===== config.mk =====
export PLATFORM = sky130hd
export DESIGN_NAME = mem_port_arbiter
export DESIGN_NICKNAME = d
export VERILOG_FILES = /design/src/rtl/mips_pkg.sv /design/src/rtl/mem_lat_counter.sv /design/src/rtl/mem_port_arbiter.sv
export SDC_FILE = /design/constraint.sdc
export NUM_CORES = 1
export LEC_CHECK = 0
export BUFFER_PORTS_ARGS = -buffer_cell sky130_fd_sc_hd__buf_2
export CAP_MARGIN = 0
export CORE_MARGIN = 2
export CORE_UTILIZATION = 40
export DETAILED_ROUTE_END_ITERATION = 10
export PLACE_DENSITY_LB_ADDON = 0.25
export SLEW_MARGIN = 30
export SYNTH_ARGS = -nofsm -noshare
export SYNTH_HDL_FRONTEND = slang
export SYNTH_SLANG_ARGS = --single-unit

===== constraint.sdc =====
create_clock -name clk -period 6.15 [get_ports clk]
set_clock_uncertainty 0.05 [all_clocks]
set_input_delay 0.615 -clock clk [delete_from_list [all_inputs] [get_ports clk]]
set_output_delay 0.615 -clock clk [all_outputs]
set_load 0.02 [all_outputs]

===== src/rtl/mips_pkg.sv =====
// Shared types and defaults for the MIPS core memory-side blocks.
// Includes the arbiter state/grant enums and the byte-lane word type.
package mips_pkg;

    localparam int XLEN_DEF    = 32;
    localparam int MEM_LAT_DEF = 2;

    typedef enum logic [1:0] {
        IDLE  = 2'd0,
        IF_RD = 2'd1,
        D_RD  = 2'd2,
        D_WR  = 2'd3
    } arb_state_t;

    typedef enum logic {
        GRANT_IF = 1'b0,
        GRANT_D  = 1'b1
    } grant_t;

    // Element 0 sits in the most significant byte of the packed vector.
    typedef logic [0:3][7:0] byte_word_t;

    function automatic logic [31:0] bytes_to_word(input byte_word_t b);
        return {b[0], b[1], b[2], b[3]};
    endfunction

endpackage


===== src/rtl/mem_lat_counter.sv =====
// Loadable down-counter that times the memory read latency.
// It stops at zero and asserts zero while it is there.
module mem_lat_counter
    import mips_pkg::*;
#(
    parameter  int MEM_LAT = MEM_LAT_DEF,
    localparam int CW      = $clog2(MEM_LAT) + 1
) (
    input  logic          clk,
    input  logic          rst_b,
    input  logic          load,
    input  logic [CW-1:0] load_val,
    output logic          zero
);

    logic [CW-1:0] cnt_r;

    // Count register: load on accept, otherwise decrement down to zero.
    always_ff @(posedge clk) begin
        if (rst_b) begin
            cnt_r <= CW'(0);
        end else if (load) begin
            cnt_r <= load_val;
        end else if (cnt_r != CW'(0)) begin
            cnt_r <= cnt_r - CW'(1);
        end else begin
            cnt_r <= cnt_r;
        end
    end

    assign zero = (cnt_r == CW'(0));

endmodule


===== src/rtl/mem_port_arbiter.sv =====
// Shares the single byte-lane memory port between instruction fetch and
// load/store, granting one requester at a time with alternating priority.
module mem_port_arbiter
    import mips_pkg::*;
#(
    parameter int XLEN    = XLEN_DEF,
    parameter int MEM_LAT = MEM_LAT_DEF
) (
    input  logic            clk,
    input  logic            rst_b,
    input  logic            halted,
    input  logic            if_req,
    input  logic [XLEN-1:0] if_addr,
    output logic            if_valid,
    output logic [XLEN-1:0] if_data,
    input  logic            d_req,
    input  logic            d_we,
    input  logic [XLEN-1:0] d_addr,
    input  logic [0:3][7:0] d_wdata,
    output logic            d_done,
    output logic [0:3][7:0] d_rdata,
    output logic [XLEN-1:0] mem_addr,
    output logic [0:3][7:0] mem_data_in,
    output logic            mem_write_en,
    input  logic [0:3][7:0] mem_data_out,
    output logic            busy
);

    localparam int CW = $clog2(MEM_LAT) + 1;

    arb_state_t      state_r;
    arb_state_t      state_s;
    grant_t          last_grant_r;
    grant_t          grant_s;
    logic            accept_s;
    logic            cnt_load_s;
    logic            cnt_zero_s;
    logic            if_cap_s;
    logic            d_cap_s;
    logic            if_valid_r;
    logic            d_done_r;
    logic [XLEN-1:0] if_data_r;
    byte_word_t      d_rdata_r;
    logic [XLEN-1:0] mem_addr_r;
    byte_word_t      mem_data_in_r;
    logic            mem_write_en_r;

    mem_lat_counter #(
        .MEM_LAT (MEM_LAT)
    ) u_lat_cnt (
        .clk      (clk),
        .rst_b    (rst_b),
        .load     (cnt_load_s),
        .load_val (CW'(MEM_LAT - 1)),
        .zero     (cnt_zero_s)
    );

    assign if_cap_s = (state_r == IF_RD) && cnt_zero_s;
    assign d_cap_s  = (state_r == D_RD) && cnt_zero_s;

    // Next-state and grant selection.
    always_comb begin
        state_s    = state_r;
        grant_s    = last_grant_r;
        accept_s   = 1'b0;
        cnt_load_s = 1'b0;
        case (state_r)
            IDLE: begin
                if (!halted && (if_req || d_req)) begin
                    accept_s = 1'b1;
                    if (if_req && d_req) begin
                        grant_s = (last_grant_r == GRANT_IF) ? GRANT_D : GRANT_IF;
                    end else if (d_req) begin
                        grant_s = GRANT_D;
                    end else begin
                        grant_s = GRANT_IF;
                    end
                    if (grant_s == GRANT_IF) begin
                        state_s = IF_RD;
                    end else if (d_we) begin
                        state_s = D_WR;
                    end else begin
                        state_s = D_RD;
                    end
                    cnt_load_s = (state_s != D_WR);
                end else begin
                    state_s = IDLE;
                end
            end
            IF_RD, D_RD: begin
                if (cnt_zero_s) begin
                    state_s = IDLE;
                end else begin
                    state_s = state_r;
                end
            end
            D_WR: begin
                state_s = IDLE;
            end
            default: begin
                state_s = IDLE;
            end
        endcase
    end

    // State, grant history and completion pulses.
    always_ff @(posedge clk) begin
        if (rst_b) begin
            state_r      <= IDLE;
            last_grant_r <= GRANT_IF;
            if_valid_r   <= 1'b0;
            d_done_r     <= 1'b0;
        end else begin
            state_r      <= state_s;
            last_grant_r <= grant_s;
            if_valid_r   <= if_cap_s;
            d_done_r     <= d_cap_s || (state_r == D_WR);
        end
    end

    // Memory-side drive: captured operands for the life of a transaction, zero when idle.
    always_ff @(posedge clk) begin
        if (rst_b) begin
            mem_addr_r     <= {XLEN{1'b0}};
            mem_data_in_r  <= 32'h0000_0000;
            mem_write_en_r <= 1'b0;
        end else if (accept_s) begin
            mem_addr_r     <= (grant_s == GRANT_IF) ? if_addr : d_addr;
            mem_write_en_r <= (state_s == D_WR);
            mem_data_in_r  <= (state_s == D_WR) ? d_wdata : 32'h0000_0000;
        end else if (state_s == IDLE) begin
            mem_addr_r     <= {XLEN{1'b0}};
            mem_data_in_r  <= 32'h0000_0000;
            mem_write_en_r <= 1'b0;
        end else begin
            mem_addr_r     <= mem_addr_r;
            mem_data_in_r  <= mem_data_in_r;
            mem_write_en_r <= mem_write_en_r;
        end
    end

    // Read data capture; values hold until the next read completes.
    always_ff @(posedge clk) begin
        if (rst_b) begin
            if_data_r <= {XLEN{1'b0}};
            d_rdata_r <= 32'h0000_0000;
        end else begin
            if (if_cap_s) begin
                if_data_r <= XLEN'(bytes_to_word(mem_data_out));
            end else begin
                if_data_r <= if_data_r;
            end
            if (d_cap_s) begin
                d_rdata_r <= mem_data_out;
            end else begin
                d_rdata_r <= d_rdata_r;
            end
        end
    end

    assign if_valid     = if_valid_r;
    assign d_done       = d_done_r;
    assign if_data      = if_data_r;
    assign d_rdata      = d_rdata_r;
    assign mem_addr     = mem_addr_r;
    assign mem_data_in  = mem_data_in_r;
    assign mem_write_en = mem_write_en_r;
    assign busy         = (state_r != IDLE);

endmodule


==> results by group, run 1 <==
Critical path
  • End of the worst register-to-register path: mem_data_in[9]
  • R2R cell count: 7
  • Reg2Reg Setup Slack: 3.66 ns
  • Crit-path slowest cell: buf_4
  • Crit path capture type: flip-flop
  • Crit path max fanout: 65
  • Critical path class: flip-flop to flip-flop
  • Max incr delay on CP: approximately 0.55 ns
  • Worst path required time: roughly 6.4 ns
  • CP startpoint kind: flip-flop
  • Critical-path cell list: inv_1 -> ha_1 -> nor3b_2 -> o21ai_1 -> a211oi_4 -> buf_4 -> a22o_1
  • CP arrival: 2.78 ns
  • Launch point of the worst reg-to-reg path: state_r[0]

Die
  • Core area: 0.0121 mm^2
  • Chip width: 115 um
  • Site Rows: 40
  • Starting Density: 0.410
  • Ports: 266
  • Die area: ~0.013 mm^2
  • Vert. Die Dim: 115 um

Clock network
  • CTS tree: built
  • Hold Buf Count CTS: 0
  • CTS max path bufs: 2
  • Post-CTS Resized: 0
  • CTS sink cnt: around 140
  • Worst-Skew Late Latency: 0.40 ns
  • Setup bufs post-CTS: 0
  • Worst-path clk slew: 0.06 ns
  • Clock Tree Root: clkbuf_16
  • TritonCTS Buffers: 17
  • H-tree levels: 4

Routing
  • Drt drc: 0
  • Via count: 4,519
  • Vias per inst: 4.81
  • Routed length per instance: around 15 um
  • Drt initial violations: 266
  • Post-DRT Antenna Nets: 0
  • DRT Pass-1 Iters: 4
  • Routed wire length: roughly 14,000 um

STA
  • Worst Max-Slew Pin Slew: 0.753 ns
  • Setup tns final: 0 ns
  • Post-route minimum period: around 2.5 ns
  • Setup-failing EPs final: 0
  • Final Max Tran Viols: 0
  • RSZ-0062 raised after global routing: no
  • Fmax: 0.402 GHz
  • Fin. Hold Viols: 0
  • Worst rel slew slack: 0.498
  • Tcrit/Tclk final: 0.405

Worst hold path
  • Hold Path End: mem_data_in[6]
  • Worst Hold Depth: 2
  • Hold Crit Class: input pin to flip-flop
  • Hold wc startpoint: d_wdata[6]

Global route
  • Total GRT Usage: 0.204
  • Vias in the first global route: 4,317
  • Largest net degree at the start of global routing: 74
  • GR Overflow Total: 0
  • First-pass GRT wire length: about 21,000 um
  • Initial antenna violation count: 0

Logic synthesis
  • Share of the synthesized area in the top cell type: 0.550
  • Area contributors post-synth: dfxtp_1 55%, nand2_1 9.9%, a21oi_1 6.8%
  • Post-synth EDFFs: 0
  • Mapped Nets: 653
  • Count leader, synth: dfxtp_1
  • Mapped Area: a little under 0.005 mm^2
  • YS warnings: 0
  • Post-synth top cells: 136 x dfxtp_1, 131 x nand2_1, 67 x a21oi_1
  • Post-Syn Instances: 513
  • Seq cells post-synth: 136
  • Post-synth ARST share: 0
  • Sequential area share after synthesis: 0.550
  • Syn Area/Cell: 9.64 um^2
  • Yosys cell types: 31
  • Leading area contributor after synthesis: dfxtp_1
  • Synth Flop Type: dfxtp_1

Layout
  • Diode count: 0
  • Area grow syn2layout: 40.1%
  • Share of layout cells above drive strength 1: 0.396
  • Fin nets: about 900

Run
  • Max Cap Viol: 0

Place
  • Port bufs: 265
  • RD Place Congestion: 0.797
  • DPL Wire Length: between 9000 and 10,000 um

Power
  • Power Dens Cells: 322 mW/mm^2
  • Total power: 2.23 mW
  • P_leak: 3.27 nW
  • Worst VDD drop: 0.000166 V

Outcome
  • Status: complete, no violations
flip-flops by register name, summed over array words and instances (netlist names):
name,cells
last_grant_r,1
mem_data_in,32
if_data,32
u_lat_cnt.cnt_r,2
mem_write_en,1
d_rdata,32
d_done,1
state_r,2
if_valid,1
mem_addr,32
cell type report:
cell class	instances	area, um^2
clock inverters	11	153
flip-flops and latches	136	2720
multi-input cells	331	2030
fillers	1099	5130
clock buffers	18	429
inverters	5	18.8
well taps	168	210
repair buffers	271	1370
power by group:
| part | leakage (nW) | internal [mW] | switching, mW |
|---|---|---|---|
| clock | 0.274 | 0.632 | 0.371 |
| sequential | 1.10 | 0.922 | 0.0210 |
| combinational | 1.89 | 0.109 | 0.173 |
| total | 3.27 | 1.66 | 0.565 |
per-stage QoR:
step	setup WS, ns	area, um^2	std cells	utilization	hold WS (ns)
floorplan	4.01	4950	513	-	0.424
global placement	3.39	6340	911	0.526	0.383
detailed placement	3.35	6350	911	0.526	0.392
CTS	3.69	6930	940	0.575	0.353
global route	3.46	6930	940	0.575	0.353
finish	3.66	6930	940	0.575	0.374
how the worst max path moves through the flow:
stage | start | to | depth (start not counted)
2_1_floorplan | state_r[0] | mem_data_in[10] | 8
4_1_cts | state_r[0] | mem_data_in[9] | 7
3_5_place_dp | rst_b | mem_data_in[8] | 6
5_1_grt | state_r[0] | mem_data_in[14] | 7
6_report | state_r[0] | mem_data_in[9] | 7
3_3_place_gp | rst_b | mem_data_in[5] | 6
layer usage:
metal	global-route usage	share of wire	vias to the layer above
met5	0	0	-
met3	0.0727	0.082	15
met4	0.0747	0.015	0
met2	0.341	0.49	192
met1	0.241	0.41	2036
li1	-	-	2276
cells by family after synthesis:
logic type / share of synthesized area
adders and majority gates: 0.0152
DFF: 0.550
xor gates and xnor gates: 0.00177
muxes: 0.0668
and+or+nand+nor: 0.118
AOI/OAI and AO/OA: 0.203
buffers and inverters: 0.0448
worst max-delay path: cells and delay by family, from the launching register on:
| kind | cells | cell delay, ns |
|---|---|---|
| AO/OA/AOI/OAI | 3 | 0.66 |
| adder cells (fa/ha/maj) | 1 | 0.28 |
| buffers and inverters | 2 | 0.67 |
| flip-flops | 1 | 0.43 |
| AND/OR/NAND/NOR | 1 | 0.27 |
placed cells by master, fill, tap and decap left out, types with 2 or more instances in the layout:
cell        Yosys  routed
clkinv_4        0       3
inv_1           5       5
buf_4           1       6
a31oi_1         2       2
a22o_1         33      33
mux2i_1        33      33
a22oi_1         2       2
buf_2           6     265
ha_1            6       6
nor2_1          9       9
o2bb2ai_1      32      32
nand2_2         0       2
bufinv_16       0       3
nand2_1       131     129
clkinvlp_4      0       3
and2_1          2       2
dfxtp_1       136     136
clkbuf_16       0      17
a21oi_1        67      67
Power figures use the tool's default switching activity.
==> run 2: changes to the inputs <==
- clock period: 6.15 -> 2.6 ns (I/O delays scaled with it)
==> run 2 against run 1 <==
Compared with the run above: total power up 140%; flip-flop and latch count unchanged; first-iteration DRC count up 20%; routed wire length up 3.0%; combinational power up 140%; worst setup slack worse by 3.4 ns; final area up 0.69%; register-to-register slack worse by 3.4 ns; critical path depth unchanged; largest cell class unchanged.
==> results by group, run 2 (synthesis gave the netlist of run 1 again) <==
STA
  • Fmax: 0.426 GHz (+6.1%)
  • Post-route minimum period: 2.35 ns (-0.143 ns)
  • Tcrit/Tclk final: 0.902 (+0.498)
  • Final worst-path setup slack: 0.254 ns (-3.41 ns)
  • Worst Max-Slew Pin Slew: 0.744 ns (-0.00980 ns)
  • Final Max Tran Viols: 0 (unchanged)
  • Min Hold Slack: 0.0157 ns (-0.358 ns)
  • Setup tns final: 0 ns (unchanged)
  • RSZ-0062 raised after global routing: no
  • Worst rel slew slack: 0.504 (+0.00653)
  • Setup-failing EPs final: 0 (unchanged)
  • Fin. Hold Viols: 0 (unchanged)

Clock network
  • Clock Tree Root: clkbuf_16
  • H-tree levels: 4 (unchanged)
  • Post-CTS Resized: 0 (unchanged)
  • Hold Buf Count CTS: 2 (+2)
  • CTS max path bufs: 2 (unchanged)
  • CTS sink cnt: 136 (unchanged)
  • TritonCTS Buffers: 17 (unchanged)
  • Setup bufs post-CTS: 0 (unchanged)
  • CTS tree: built
  • Worst-Skew Late Latency: 0.40 ns (about the same)
  • Worst-path clk slew: 0.06 ns (about the same)

Layout
  • Fillcell total: 1,057 (-3.8%)
  • Share of layout cells above drive strength 1: 0.397 (+0.00106)
  • Most frequent cells in the layout: 265 x buf_2, 136 x dfxtp_1, 131 x nand2_1, 67 x a21oi_1
  • Commonest non-fill, non-tap cell in the layout: buf_2
  • Diode count: 0 (unchanged)
  • Post-Layout Inst Area: 0.00698 mm^2 (+0.69%)
  • Storage cell area: 0.00272 mm^2 (unchanged)
  • Finished Layout Cells: 948 (+0.85%)
  • Final core occ: 0.579 (+0.00394)
  • Area grow syn2layout: 41.1%
  • Area of the multi-input gates: 0.00202 mm^2 (-0.25%)
  • Fin nets: 908 (+0.67%)

Global route
  • GR Util met1: 0.236 (-0.00558)
  • GRT met3 Usage: 0.0733 (+0.000527)
  • Initial antenna violation count: 1 (+1)
  • Vias in the first global route: 4,518 (+4.7%)
  • GR Overflow Total: 0 (unchanged)
  • Largest net degree at the start of global routing: 72 (-2.7%)
  • Grt met2 use: 0.379 (+0.0380)
  • First-pass GRT wire length: 21,800 um (+3.6%)
  • Total GRT Usage: 0.212 (+0.00771)
  • Busiest grt layer: met2

Critical path
  • CP startpoint kind: flip-flop
  • Crit path max fanout: 33 (-49%)
  • Critical path class: flip-flop to flip-flop
  • Worst path required time: 2.90 ns (-3.54 ns)
  • Crit path to: mem_data_in[23]
  • Launch point of the worst reg-to-reg path: state_r[0]
  • Crit path capture type: flip-flop
  • CP arrival: 2.64 ns (-0.14 ns)
  • End of the worst register-to-register path: mem_data_in[23]
  • Reg2Reg Setup Slack: 0.25 ns (-3.41 ns)
  • R2R cell count: 7 (unchanged)
  • Crit path from: state_r[0]

Place
  • Dpl cell area: 0.00637 mm^2 (+0.39%)
  • Pre-CTS WS: 0.304 ns (-3.05 ns)
  • DPL Wire Length: 10,000 um (+1.3%)
  • Port bufs: 265 (unchanged)
  • # placed instances: 915 (+0.44%)
  • RD Place Congestion: 0.753 (-5.6%)

Routing
  • Routed length per instance: 15.0 um (+2.1%)
  • Drt drc: 0 (unchanged)
  • Post-DRT Antenna Nets: 0 (unchanged)
  • Routed wire length: 14,200 um (+3.0%)
  • Vias per inst: 4.86 (+1.0%)
  • Via count: 4,604 (+1.9%)
  • Drt initial violations: 320 (+20%)
  • DRT Pass-1 Iters: 5 (+1)

Power
  • Power Dens Cells: 758 mW/mm^2 (+140%)
  • P_leak: 3.30 nW (+1.0%)
  • Worst VDD drop: 0.000400 V (+140%)
  • Total power: 5.29 mW (+140%)

Run
  • Max Cap Viol: 0 (unchanged)

Die
  • Vert. Die Dim: 115 um (unchanged)
  • Site Rows: 40 (unchanged)
  • Die area: 0.0133 mm^2 (unchanged)
  • Starting Density: 0.410 (unchanged)
  • Chip width: 115 um (unchanged)
  • Core area: 0.0121 mm^2 (unchanged)
  • Ports: 266 (unchanged)

Outcome
  • Status: complete, no violations

Worst hold path
  • Hold Crit Class: input pin to flip-flop
  • Hold wc startpoint: d_wdata[16]
  • Worst Hold Depth: 2 (unchanged)
[run 2: cell count changes in the layout (fill, tap and decap cells not counted), sizes merged]
cell,before,now
clkinv,4,6
buf,271,275
dlygate4sd3,0,2
[run 2: cell type report]
cell class / instances / area share
Sequential cell: 136 / 0.390
Multi-Input combinational cell: 331 / 0.290
Timing Repair Buffer: 277 / 0.204
Clock buffer: 18 / 0.0615
Tap cell: 168 / 0.0301
Clock inverter: 13 / 0.0222
Inverter: 5 / 0.00269
[run 2: worst min path at each step]
stage | slack [ns] | to
2_1_floorplan | 0.34 | mem_data_in[0]
3_3_place_gp | 0.39 | mem_write_en
3_5_place_dp | 0.39 | if_data[4]
4_1_cts | 0.0003 | mem_data_in[16]
5_1_grt | 0.01 | mem_data_in[16]
6_report | 0.02 | mem_data_in[16]
[run 2: critical path, cell delays in order (launching register included)]
cell       delay, ns
dfxtp_1         0.37
inv_1           0.13
ha_1            0.23
nor2b_1         0.35
a31oi_1         0.20
a2111oi_4       0.36
buf_4           0.38
a22o_1          0.20
[run 2: report_power, final]
part / leakage, nW / total [mW] / internal [mW] / switching, mW
Combinational: 1.91 / 0.678 / 0.263 / 0.414
Clock: 0.282 / 2.38 / 1.50 / 0.887
Sequential: 1.10 / 2.23 / 2.18 / 0.0504
Total: 3.30 / 5.29 / 3.94 / 1.35
[run 2: routing by layer]
| metal | vias up | wire length, um |
|---|---|---|
| met4 | 0 | 154 |
| met5 | - | 0 |
| met2 | 184 | 7270 |
| met3 | 18 | 1070 |
| li1 | 2288 | - |
| met1 | 2114 | 5710 |
==> run 3: changes to the inputs <==
- SYNTH_HIERARCHICAL: unset -> 1
==> run 3 against run 2 <==
Compared with the run above: critical path depth increased by 2; clock power fell by 11%; via count rose by 3.3%; count of clock-buffer cells in the layout is 7 higher; worst hold slack improved by 0.0042 ns; worst setup slack improved by 0.12 ns; global-route usage grew 0.22 points; core utilization rose by 1.0 points; non-clock buffer count increased by 16; final area grew 2.2%.
==> results by group, run 3 <==
Routing
  • Post-DRT Antenna Nets: 0 (unchanged)
  • Drt drc: 0 (unchanged)
  • Routed length per instance: 14.9 um (-0.46%)
  • Via count: 4,758 (+3.3%)
  • DRT Pass-1 Iters: 4 (-1)
  • Drt initial violations: 267 (-17%)
  • Vias per inst: 4.90 (+0.90%)
  • Routed wire length: 14,500 um (+2.0%)

Clock network
  • CTS sink cnt: 136 (unchanged)
  • Worst-Skew Late Latency: 0.41 ns (about the same)
  • Clock Tree Root: clkbuf_16
  • Post-CTS Resized: 0 (unchanged)
  • CTS tree: built
  • H-tree levels: 4 (unchanged)
  • Worst-path clk slew: 0.05 ns (about the same)
  • TritonCTS Buffers: 17 (unchanged)
  • CTS max path bufs: 2 (unchanged)

Critical path
  • Buf+Inv Stages, Crit Path: 3 (+1)
  • Max incr delay on CP: 0.42 ns (+0.04 ns)
  • Crit path max fanout: 12 (-64%)
  • Crit path capture type: flip-flop
  • CP arrival: 2.48 ns (-0.16 ns)
  • Crit-path slowest cell: a311oi_1
  • CP startpoint kind: flip-flop
  • Critical path's top delay family: compound AO/OA/AOI/OAI gates
  • Critical-path cell list: inv_1 -> ha_1 -> nor2b_2 -> and3_1 -> a311oi_1 -> a2111oi_4 -> buf_6 -> buf_4 -> a22o_1
  • Worst path required time: 2.85 ns (-0.05 ns)
  • Critical path class: flip-flop to flip-flop

STA
  • Setup-failing EPs final: 0 (unchanged)
  • Tcrit/Tclk final: 0.858 (-0.0449)
  • RSZ-0062 raised after global routing: no
  • Final worst-path setup slack: 0.370 ns (+0.117 ns)
  • Worst rel slew slack: 0.490 (-0.0139)
  • Final Max Tran Viols: 0 (unchanged)
  • Post-route minimum period: 2.23 ns (-0.117 ns)
  • Fmax: 0.449 GHz (+5.2%)
  • Worst Max-Slew Pin Slew: 0.764 ns (+0.0209 ns)
  • Fin. Hold Viols: 0 (unchanged)
  • Setup tns final: 0 ns (unchanged)
  • Min Hold Slack: 0.0199 ns (+0.00421 ns)

Die
  • Ports: 266 (unchanged)
  • Site Rows: 40 (unchanged)
  • Core area: 0.0121 mm^2 (+0.41%)
  • Die area: 0.0134 mm^2 (+0.88%)
  • Chip width: 116 um (+0.44%)
  • Starting Density: 0.412 (+0.00202)
  • Vert. Die Dim: 116 um (+0.44%)

Logic synthesis
  • Mapped Nets: 662 (+1.4%)
  • Fraction of synthesized area in multiplexers: 0.0642 (-0.00261)
  • Share of the synthesized area in the top cell type: 0.545 (-0.00497)
  • Synth Flop Type: dfxtp_1
  • Mapped Area: 0.00499 mm^2 (+0.91%)
  • Synth Area in XOR/XNOR: 0.00175 (-0.0000160)
  • Yosys cell types: 39 (+26%)
  • Syn Area/Cell: 9.56 um^2 (-0.83%)
  • Post-synth top cells: 136 x dfxtp_1, 134 x nand2_1, 68 x a21oi_1
  • Largest family of logic cells by synthesized area: compound AO/OA/AOI/OAI gates
  • Area contributors post-synth: dfxtp_1 55%, nand2_1 10%, a21oi_1 6.8%
  • Leading area contributor after synthesis: dfxtp_1
  • Post-synth ARST share: 0 (unchanged)
  • Post-synth EDFFs: 0 (unchanged)
  • Seq cells post-synth: 136 (unchanged)
  • Count leader, synth: dfxtp_1
  • Post-Syn Instances: 522 (+1.8%)
  • Sequential area share after synthesis: 0.545 (-0.00497)
  • Compound-gate portion of the synthesized area: 0.203 (about the same)
  • Synth Area in Simple Gates: 0.128 (+0.0102)
  • Adder-cell share of the synthesized area: 0.0150 (-0.000137)
  • YS warnings: 6 (+6)

Global route
  • Total GRT Usage: 0.214 (+0.00222)
  • First-pass GRT wire length: 22,200 um (+1.9%)
  • Initial antenna violation count: 0 (-1)
  • Largest net degree at the start of global routing: 75 (+4.2%)
  • Vias in the first global route: 4,761 (+5.4%)
  • GR Overflow Total: 0 (unchanged)

Place
  • Dpl cell area: 0.00649 mm^2 (+1.8%)
  • RD Place Congestion: 0.818 (+8.8%)
  • Port bufs: 265 (unchanged)
  • Pre-CTS WS: 0.123 ns (-0.181 ns)
  • DPL Wire Length: 10,300 um (+2.6%)

Layout
  • Storage cell area: 0.00272 mm^2 (unchanged)
  • Share of layout cells above drive strength 1: 0.390 (-0.00765)
  • Most frequent cells in the layout: 265 x buf_2, 136 x dfxtp_1, 134 x nand2_1, 68 x a21oi_1
  • Fin nets: 934 (+2.9%)
  • Area grow syn2layout: 42.8%
  • Area of the multi-input gates: 0.00207 mm^2 (+2.6%)
  • Diode count: 0 (unchanged)
  • Post-Layout Inst Area: 0.00713 mm^2 (+2.2%)
  • Fillcell total: 1,107 (+4.7%)
  • Commonest non-fill, non-tap cell in the layout: buf_2

Power
  • Total power: 5.09 mW (-3.9%)
  • Worst VDD drop: 0.000440 V (+10%)
  • P_leak: 3.39 nW (+2.7%)
  • Power Dens Cells: 714 mW/mm^2 (-5.9%)

Outcome
  • Status: complete, no violations

Run
  • Max Cap Viol: 0 (unchanged)

Worst hold path
  • Hold Crit Class: input pin to flip-flop
## run 3: report_power, final
part	total, mW	switching [mW]	leakage (nW)	internal, mW
Clock	2.13	0.811	0.257	1.32
Combinational	0.724	0.426	2.03	0.298
Sequential	2.23	0.0511	1.10	2.18
Total	5.09	1.29	3.39	3.80
## run 3: area by class of cell
class / count / share of cell area
clock buffers: 25 / 0.0709
clock inverters: 3 / 0.00246
inverters: 5 / 0.00263
multi-input cells: 341 / 0.291
flip-flops and latches: 136 / 0.382
well taps: 168 / 0.0295
repair buffers: 293 / 0.222
## run 3: logic make-up after synthesis
kind of cell	count (synthesis)
simple gates	157
compound gates	143
flops	136
buf+inv	45
mux	32
fa+ha+maj	6
other cells	2
xor+xnor	1
## run 3: layer usage
layer	track usage	vias up	share of wire
met5	0	-	0
met4	0.0913	0	0.022
met2	0.393	208	0.52
met3	0.0696	27	0.072
li1	-	2341	-
met1	0.223	2182	0.39
## run 3: worst register-to-register path: cells and delay by family (launching register included)
family	cells	cell delay, ns
adders and majority gates	1	0.23
and+or+nand+nor	2	0.37
DFF	1	0.33
AOI/OAI and AO/OA	3	0.72
buffers and inverters	3	0.42
## run 3: final timing paths
kind / from / endpoint / slack, ns / depth (start not counted)
max reg2reg: state_r[0] / mem_data_in[7] / 0.37 / 9
max: state_r[0] / mem_data_in[7] / 0.37 / 9
min: d_wdata[15] / mem_data_in[15] / 0.02 / 2
min reg2reg: d_rdata[10] / d_rdata[10] / 0.40 / 2
## run 3: timing repair
action | CTS | global route
setup endpoints to repair | 0 | 12
hold buffers | 11 | 0
setup buffers | 0 | 1
hold endpoints to repair | 11 | 0
## run 3: per-stage QoR
| stage | std cells | util |
|---|---|---|
| final | 971 | 0.589 |
| after CTS | 970 | 0.588 |
| after floorplan | 522 | - |
| after global routing | 971 | 0.589 |
| after global placement | 930 | 0.535 |
| after detailed placement | 931 | 0.536 |
